==> src/rtl/pin_pulse_meter.sv <==
// Pin pulse meter: times high/low segments of a filtered pin in ena ticks and queues them in a FIFO.
// Optional saturation timeout records are enabled by defining PULSE_METER_TIMEOUT_EN.
module pin_pulse_meter #(
  parameter int CNT_W = 16,
  parameter int DEPTH = 4
) (
  input  logic                       clk,
  input  logic                       reset_n,
  input  logic                       ena,
  input  logic                       level,
  output logic                       rd_valid,
  input  logic                       rd_ready,
  output logic [CNT_W-1:0]           rd_width,
  output logic                       rd_level,
  output logic                       rd_tmo,
  output logic [$clog2(DEPTH):0]     fill,
  output logic                       overflow,
  input  logic                       clr_ovf
);

  localparam int AW = $clog2(DEPTH);
  localparam int PW = AW + 1;
  localparam logic [CNT_W-1:0] CNT_MAX = '1;

  typedef enum logic {ARM, MEASURE} state_e;

  state_e            state_q;
  logic              level_q;
  logic [CNT_W-1:0]  cnt_q, cnt_d;
  logic              edgeDet;

  logic              pushReq;
  logic              pushTmo;

  logic [PW-1:0]     wrPtr_q, wrPtr_d;
  logic [PW-1:0]     rdPtr_q, rdPtr_d;
  logic [PW-1:0]     fill_q, fill_d;
  logic              full, empty, pop, doPush, drop, bypass;
  logic              ovf_q;

  logic [CNT_W-1:0]  memWidth [DEPTH];
  logic              memLevel [DEPTH];

  logic              headValid_q, headValid_d;
  logic [CNT_W-1:0]  headWidth_q, headWidth_d;
  logic              headLevel_q, headLevel_d;

  assign edgeDet = (level != level_q);

  always_comb begin
    cnt_d = cnt_q;
    if (edgeDet)
      cnt_d = '0;
    else if (ena && (cnt_q != CNT_MAX))
      cnt_d = cnt_q + 1'b1;
  end

`ifdef PULSE_METER_TIMEOUT_EN
  logic tmoSent_q;
  logic tmoFire;
  logic memTmo [DEPTH];
  logic headTmo_q, headTmo_d;

  // A saturated counter in MEASURE emits a single timeout record until the next edge.
  assign tmoFire = (state_q == MEASURE) && !edgeDet && (cnt_q == CNT_MAX) && !tmoSent_q;
  assign pushReq = ((state_q == MEASURE) && edgeDet) || tmoFire;
  assign pushTmo = tmoFire;

  always_ff @(posedge clk or negedge reset_n) begin
    if (!reset_n)
      tmoSent_q <= 1'b0;
    else if (edgeDet)
      tmoSent_q <= 1'b0;
    else if (tmoFire)
      tmoSent_q <= 1'b1;
  end
`else
  assign pushReq = (state_q == MEASURE) && edgeDet;
  assign pushTmo = 1'b0;
`endif

  always_ff @(posedge clk or negedge reset_n) begin
    if (!reset_n) begin
      level_q <= 1'b1;
      cnt_q   <= '0;
      state_q <= ARM;
    end else begin
      level_q <= level;
      cnt_q   <= cnt_d;
      case (state_q)
        ARM:     if (edgeDet) state_q <= MEASURE;
        MEASURE: state_q <= MEASURE;
        default: state_q <= ARM;
      endcase
    end
  end

  assign empty  = (wrPtr_q == rdPtr_q);
  assign full   = (wrPtr_q[AW] != rdPtr_q[AW]) && (wrPtr_q[AW-1:0] == rdPtr_q[AW-1:0]);
  assign pop    = !empty && rd_ready;
  assign doPush = pushReq && (!full || pop);
  assign drop   = pushReq && full && !pop;

  always_comb begin
    wrPtr_d = wrPtr_q + PW'(doPush);
    rdPtr_d = rdPtr_q + PW'(pop);
    fill_d  = wrPtr_d - rdPtr_d;
  end

  // The head is registered, so the incoming entry is forwarded when it lands directly at the head slot.
  assign bypass = doPush && (rdPtr_d[AW-1:0] == wrPtr_q[AW-1:0]);

  always_comb begin
    headValid_d = (fill_d != '0);
    headWidth_d = '0;
    headLevel_d = 1'b0;
    if (headValid_d) begin
      headWidth_d = bypass ? cnt_q   : memWidth[rdPtr_d[AW-1:0]];
      headLevel_d = bypass ? level_q : memLevel[rdPtr_d[AW-1:0]];
    end
  end

  always_ff @(posedge clk) begin
    if (doPush) begin
      memWidth[wrPtr_q[AW-1:0]] <= cnt_q;
      memLevel[wrPtr_q[AW-1:0]] <= level_q;
    end
  end

  always_ff @(posedge clk or negedge reset_n) begin
    if (!reset_n) begin
      wrPtr_q     <= '0;
      rdPtr_q     <= '0;
      fill_q      <= '0;
      headValid_q <= 1'b0;
      headWidth_q <= '0;
      headLevel_q <= 1'b0;
    end else begin
      wrPtr_q     <= wrPtr_d;
      rdPtr_q     <= rdPtr_d;
      fill_q      <= fill_d;
      headValid_q <= headValid_d;
      headWidth_q <= headWidth_d;
      headLevel_q <= headLevel_d;
    end
  end

`ifdef PULSE_METER_TIMEOUT_EN
  always_comb begin
    headTmo_d = 1'b0;
    if (headValid_d)
      headTmo_d = bypass ? pushTmo : memTmo[rdPtr_d[AW-1:0]];
  end

  always_ff @(posedge clk) begin
    if (doPush)
      memTmo[wrPtr_q[AW-1:0]] <= pushTmo;
  end

  always_ff @(posedge clk or negedge reset_n) begin
    if (!reset_n)
      headTmo_q <= 1'b0;
    else
      headTmo_q <= headTmo_d;
  end

  assign rd_tmo = headTmo_q;
`else
  assign rd_tmo = pushTmo;
`endif

  // A dropped entry outranks a same-cycle clear so no overflow event is lost.
  always_ff @(posedge clk or negedge reset_n) begin
    if (!reset_n)
      ovf_q <= 1'b0;
    else if (drop)
      ovf_q <= 1'b1;
    else if (clr_ovf)
      ovf_q <= 1'b0;
  end

  assign rd_valid = headValid_q;
  assign rd_width = headWidth_q;
  assign rd_level = headLevel_q;
  assign fill     = fill_q;
  assign overflow = ovf_q;

endmodule

==> config.mk <==
export PLATFORM = sky130hd
export DESIGN_NAME = pin_pulse_meter
export DESIGN_NICKNAME = d
export VERILOG_FILES = /design/src/rtl/pin_pulse_meter.sv
export SDC_FILE = /design/constraint.sdc
export NUM_CORES = 1
export LEC_CHECK = 0
export BUFFER_PORTS_ARGS = -buffer_cell sky130_fd_sc_hd__buf_2
export CAP_MARGIN = 20
export CORE_MARGIN = 2
export CORE_UTILIZATION = 56
export DETAILED_ROUTE_END_ITERATION = 8
export GPL_ROUTABILITY_DRIVEN = 0
export PLACE_DENSITY_LB_ADDON = 0.2
export REMOVE_ABC_BUFFERS = 1
export SYNTH_ARGS = -nofsm -noshare
export SYNTH_HDL_FRONTEND = slang
export SYNTH_SLANG_ARGS = --single-unit
==> constraint.sdc <==
create_clock -name clk -period 4.7 [get_ports clk]
set_input_delay 0.47 -clock clk [delete_from_list [all_inputs] [get_ports clk]]
set_output_delay 0.47 -clock clk [all_outputs]
set_load 0.05 [all_outputs]
Word-level counts from Yosys, hierarchy flattened
Memory sizes are Yosys's and may differ from the RTL's.
Index checks and enable logic that the tools add are counted.
{"block": "classes", "add_sub_neg": 4, "n_eq_ne": 6, "mux": 12, "n_bitwise": 1, "n_reduce_logical": 15}
{"cell": "2-to-1 mux 16 bit", "n": 4}
{"cell": "adder 16 x 1 -> 16 bit (second input constant)", "n": 1}
{"cell": "!= test 16 bit (second input constant)", "n": 1}
{"cell": "logical AND 1 bit", "n": 8}
{"cell": "2-to-1 mux 1 bit", "n": 7}
{"cell": "adder 3 x 1 -> 3 bit", "n": 2}
{"cell": "equality test 2 bit", "n": 2}
{"cell": "nonzero test 2 bit", "n": 2}
{"cell": "equality test 3 bit", "n": 1}
{"cell": "zero test 1 bit", "n": 3}
{"cell": "nonzero test 3 bit", "n": 1}
{"cell": "subtractor 3 bit", "n": 1}
{"cell": "!= test 1 bit", "n": 2}
{"cell": "one-hot mux 1 bit (2 select lines)", "n": 1}
{"cell": "logical OR 1 bit", "n": 1}
{"cell": "inverter 1 bit", "n": 1}
{"block": "word_totals", "register_bits": 46, "ram_bits": 68, "input_bits": 6, "out_inout_bits": 23, "word_cells": 50, "memories": 2}
{"name": "memWidth", "words": 4, "width": 16, "rd": 1, "rd_ports_with_merged_regs": 0, "write_ports": 1, "line": "41", "text": "logic [CNT_W-1:0] memWidth [DEPTH];"}
{"name": "memLevel", "words": 4, "width": 1, "rd": 1, "rd_ports_with_merged_regs": 0, "write_ports": 1, "line": "42", "text": "logic memLevel [DEPTH];"}

Longest topological paths before layout
{"block": "logic_depth", "depth_word": 9, "depth_mapped": 14}

Worst setup path after synthesis
No wires, ideal clock.
{"block": "synth_timing", "kind": "reg-to-reg", "start": "register wrPtr_q[1]", "end": "register headWidth_q[10] (netlist: rd_width[10])", "setup_time_ns": 0.136, "arrival_ns": 3.497, "required_time_ns": 4.564, "path_slack_ns": 1.067, "path_stages_with_launch": 15, "n_path_buf": 3, "period_less_slack_ns": 3.633, "path_cell_list": "dfrtp_1 > xor2_1 > or4_1 > clkbuf_1 > nand3_1 > inv_1 > ha_1 > ha_1 > inv_1 > fa_1 > xnor3_1 > and3_1 > clkbuf_1 > buf_1 > a21oi_1"}
{"block": "synth_between", "elab_chain_cells": 9}
{"element": "start, declared", "line": "35", "text": "logic [PW-1:0] wrPtr_q, wrPtr_d;"}
{"element": "start signal, assigned", "line": "139", "text": "wrPtr_q <= wrPtr_d;"}
{"element": "equality test 3 bit / equality test 2 bit (equally long branches)", "line": "98, 99"}
{"element": "zero test 1 bit / logical AND 1 bit (equally long branches)", "line": "100, 99"}
{"element": "logical AND 1 bit / zero test 1 bit (equally long branches)", "line": "100, 101"}
{"element": "logical OR 1 bit", "line": "101", "text": "assign doPush = pushReq && (!full || pop);"}
{"element": "logical AND 1 bit", "line": "101"}
{"element": "adder 3 x 1 -> 3 bit (*)", "line": "105", "text": "wrPtr_d = wrPtr_q + PW'(doPush);"}
{"element": "net wrPtr_d[1]", "line": "35"}
{"element": "subtractor 3 bit (*)", "line": "107", "text": "fill_d = wrPtr_d - rdPtr_d;"}
{"element": "nonzero test 3 bit (*)", "line": "114", "text": "headValid_d = (fill_d != '0);"}
{"element": "2-to-1 mux 16 bit (*)", "line": "117", "text": "if (headValid_d) begin"}
{"element": "net headWidth_d[10]", "line": "45", "text": "logic [CNT_W-1:0] headWidth_q, headWidth_d;"}
{"element": "end signal, assigned", "line": "143", "text": "headWidth_q <= headWidth_d;"}
{"element": "end, declared", "line": "45"}
The timed path passes the listed nets; every way through them passes the cells marked *.
A chain may end at the register's enable or synchronous reset.

Worst setup path after layout
{"block": "layout_timing", "start": "register wrPtr_q[1]", "end": "register headWidth_q[1] (netlist: rd_width[1])"}
Same word-level chain as after synthesis.

==> flow_summary.yaml <==
outcome:
  run_status: "completed"
route:
  drtIter0Drc: 195
  first_pass_iters: 4
  drc: 0
  ant_nets: 0
  num_vias: 2935
  wl_per_cell_um: 21.2
  wl_um: 10000
  vias_per_cell: 6.21
timing:
  period_needed_ns: 4.20
  fin_setup_tns_ns: 0
  slew_headroom: 0.328
  post-route-period-util: 0.894
  setup_violations: 0
  rsz0062_at_grt: "false"
  max_freq_ghz: 0.238
  hold_viol: 0
  worst_pin_slew_ns: 1.01
  finalMaxSlewViolations: 0
  skew_ns: 0.0111
placed_design:
  port_buffers: 27
  place_hpwl_um: 5750
critical_path:
  cp-end-kind: "flop"
  crit_family: "simple AND/OR/NAND/NOR gates"
  reg2reg_setup_slack_ns: 0.50
  cp.buffers_inverters: 3
  crit_chain: "xor2_1 -> or4_1 -> buf_4 -> nand3_1 -> inv_1 -> ha_1 -> ha_1 -> inv_1 -> fa_1 -> xnor3_1 -> and3_1 -> a21oi_1"
  r2r-end: "rd_width[1]$_DFF_PN0_"
  critPathKind: "reg2reg"
  start_kind: "flop"
  rr_startpoint: "wrPtr_q[1]$_DFF_PN0_"
  cp_max_fo: 19
  required_ns: 5.04
  r2r_cells: 12
  arrival_ns: 4.55
  max_stage_delay_ns: 0.68
  slowest_stage: "and3_1"
global_route:
  grt_pass1_wl_um: 15900
  grt_overflow: 0
  grt_pass1_vias: 3065
  antenna_found_initial: 0
  grt_max_degree: 47
  grt_usage: 0.245
floorplanning:
  coreArea_sq_um: 8180
  io_pins: 29
  die_area_sq_um: 9130
  initial_utilization: 0.574
  rows: 33
  dieHeight_um: 95.6
  die_w_um: 95.6
hold_path:
  min_from: "level"
  min_path_cells: 1
  whs_endpoint: "level_q$_DFF_PN1_"
  hold_path.class: "in2reg"
layout:
  nNetsFinal: 368
  multi_input_comb_area_sq_um: 1430
  syn2layout_area_growth_pct: 20.3
  final-seq-area_sq_um: 3190
  diodes: 0
  drive_gt1_frac: 0.247
  fillers: 544
synth:
  netlist_area_sq_um: 4700
  ys_ff_latch: 114
  synth.most_common_cell: "edfxtp_1"
  synth-main-ff-cell: "edfxtp_1"
  synth_edf_count: 68
  synth_top_area_share: 0.435
  ys_types: 40
  synth_top_area_cell: "edfxtp_1"
  synthArstFlopShare: 0.404
  seq_area_frac_synth: 0.680
  syn_inst: 316
  synth-warning-count: 0
  synth.top_cells.by_count: "68 x edfxtp_1, 45 x dfrtp_1, 28 x a21oi_1, 25 x o21ai_0, 24 x nand3_1"
  synth.area.top_cells: "edfxtp_1 43%, dfrtp_1 24%, mux4_2 8.2%, a21oi_1 3.0%, o21ai_0 2.7%"
  syn_area_per_cell_sq_um: 14.9
pwr:
  p_leak_nw: 2.16
  power.total_mw: 4.65
  worst_ir_drop_vdd_mv: 0.362
  power_density_nw_per_um2: 823
clock_tree:
  cts.htree.levels: 4
  clk_pin_slew_ns: 0.06
  cts_tree: "done"
  cts_inserted_buffers: 17
  clk_latency_ns: 0.51
  clockBufferDepth: 2
  cts_sinks: 114
  cts_setup_buffers: 0
  root_buffer: "clkbuf_8"
job:
  maxCapViolCount: 0
report_power, final:
part	total, mW	leakage (nW)	internal [mW]	switching, mW
Sequential	1.45	1.23	1.35	0.100
Clock	1.37	0.306	0.928	0.446
Combinational	1.82	0.626	0.646	1.18
Total	4.65	2.16	2.92	1.72
per-stage QoR:
step	worst slack (ns)	instances	area, sq um	hold WS [ns]	util
finish	0.497	473	5650	0.0941	0.691
global route	0.312	473	5650	0.0708	0.691
detailed placement	0.589	439	4980	0.521	0.609
CTS	0.447	471	5620	0.0747	0.687
floorplan	1.16	300	4630	0.174	-
global placement	0.843	439	4980	0.527	0.609
state kept, by name, summed over array words and instances (netlist names):
signal / cells
fill: 3
memWidth: 64
rd_level: 1
memLevel: 4
overflow: 1
rd_valid: 1
rd_width: 16
cnt_q: 16
level_q: 1
rdPtr_q: 3
wrPtr_q: 3
state_q: 1
worst reg2reg max path, stage by stage, from the launching register on:
cell     delay [ns]
dfrtp_1        0.48
xor2_1         0.25
or4_1          0.56
buf_4          0.24
nand3_1        0.23
inv_1          0.10
ha_1           0.21
ha_1           0.29
inv_1          0.06
fa_1           0.39
xnor3_1        0.40
and3_1         0.68
a21oi_1        0.16
worst max path at each step:
stage	from	endpoint	slack, ns	cells after the start
after global routing	wrPtr_q[1]$_DFF_PN0_	rd_width[1]$_DFF_PN0_	0.31	12
final	wrPtr_q[1]$_DFF_PN0_	rd_width[1]$_DFF_PN0_	0.50	12
after detailed placement	wrPtr_q[1]$_DFF_PN0_	rd_width[1]$_DFF_PN0_	0.59	12
after CTS	wrPtr_q[1]$_DFF_PN0_	rd_width[1]$_DFF_PN0_	0.45	12
after floorplan	wrPtr_q[1]$_DFF_PN0_	rd_level$_DFF_PN0_	1.16	11
after global placement	wrPtr_q[1]$_DFF_PN0_	rd_width[10]$_DFF_PN0_	0.84	12
cell usage in the layout, fill, tap and decap left out, drive strengths merged, types with 5 or more instances in the layout:
cell type  synthesis  routed
xor2               5       5
buf                7      35
a21oi             28      28
or3                5       5
clkinv             0       6
dfrtp             45      45
mux4              17      17
nand3             24      24
o31ai              6       6
inv               10      10
edfxtp            68      68
nand2              8       8
o21ai             25      25
clkbuf             9      19
nand4              7       7
or4                8       8
bufinv             0       5
ha                 6       6
per-layer routing:
layer / up-vias / track usage / wire (um)
li1: 1315 / - / -
met1: 1486 / 0.330 / 4250
met2: 113 / 0.372 / 5000
met3: 21 / 0.0617 / 559
met4: 0 / 0.124 / 193
met5: - / 0 / 0
cells by family (layout without fill, tap and decap cells):
logic type	count (synthesis)	in the layout	synth area share
and+or+nand+nor	73	73	0.0903
other	1	1	0.000799
AOI/OAI and AO/OA	65	65	0.0762
xor gates and xnor gates	10	10	0.0216
DFF	114	114	0.680
adders and majority gates	7	7	0.0203
buffers and inverters	26	78	0.0227
muxes	20	20	0.0879
what timing repair did:
item | in CTS | in global routing
resized for setup | 0 | 0
hold endpoints to repair | 0 | 6
hold buffers | 0 | 1
cell type report:
| cell class | count | share of cell area |
|---|---|---|
| Timing Repair Buffer | 36 | 0.0386 |
| Clock inverter | 13 | 0.0370 |
| Tap cell | 105 | 0.0233 |
| Clock buffer | 19 | 0.0764 |
| Sequential cell | 114 | 0.566 |
| Multi-Input combinational cell | 176 | 0.252 |
| Inverter | 10 | 0.00665 |
Power figures use the tool's default switching activity.
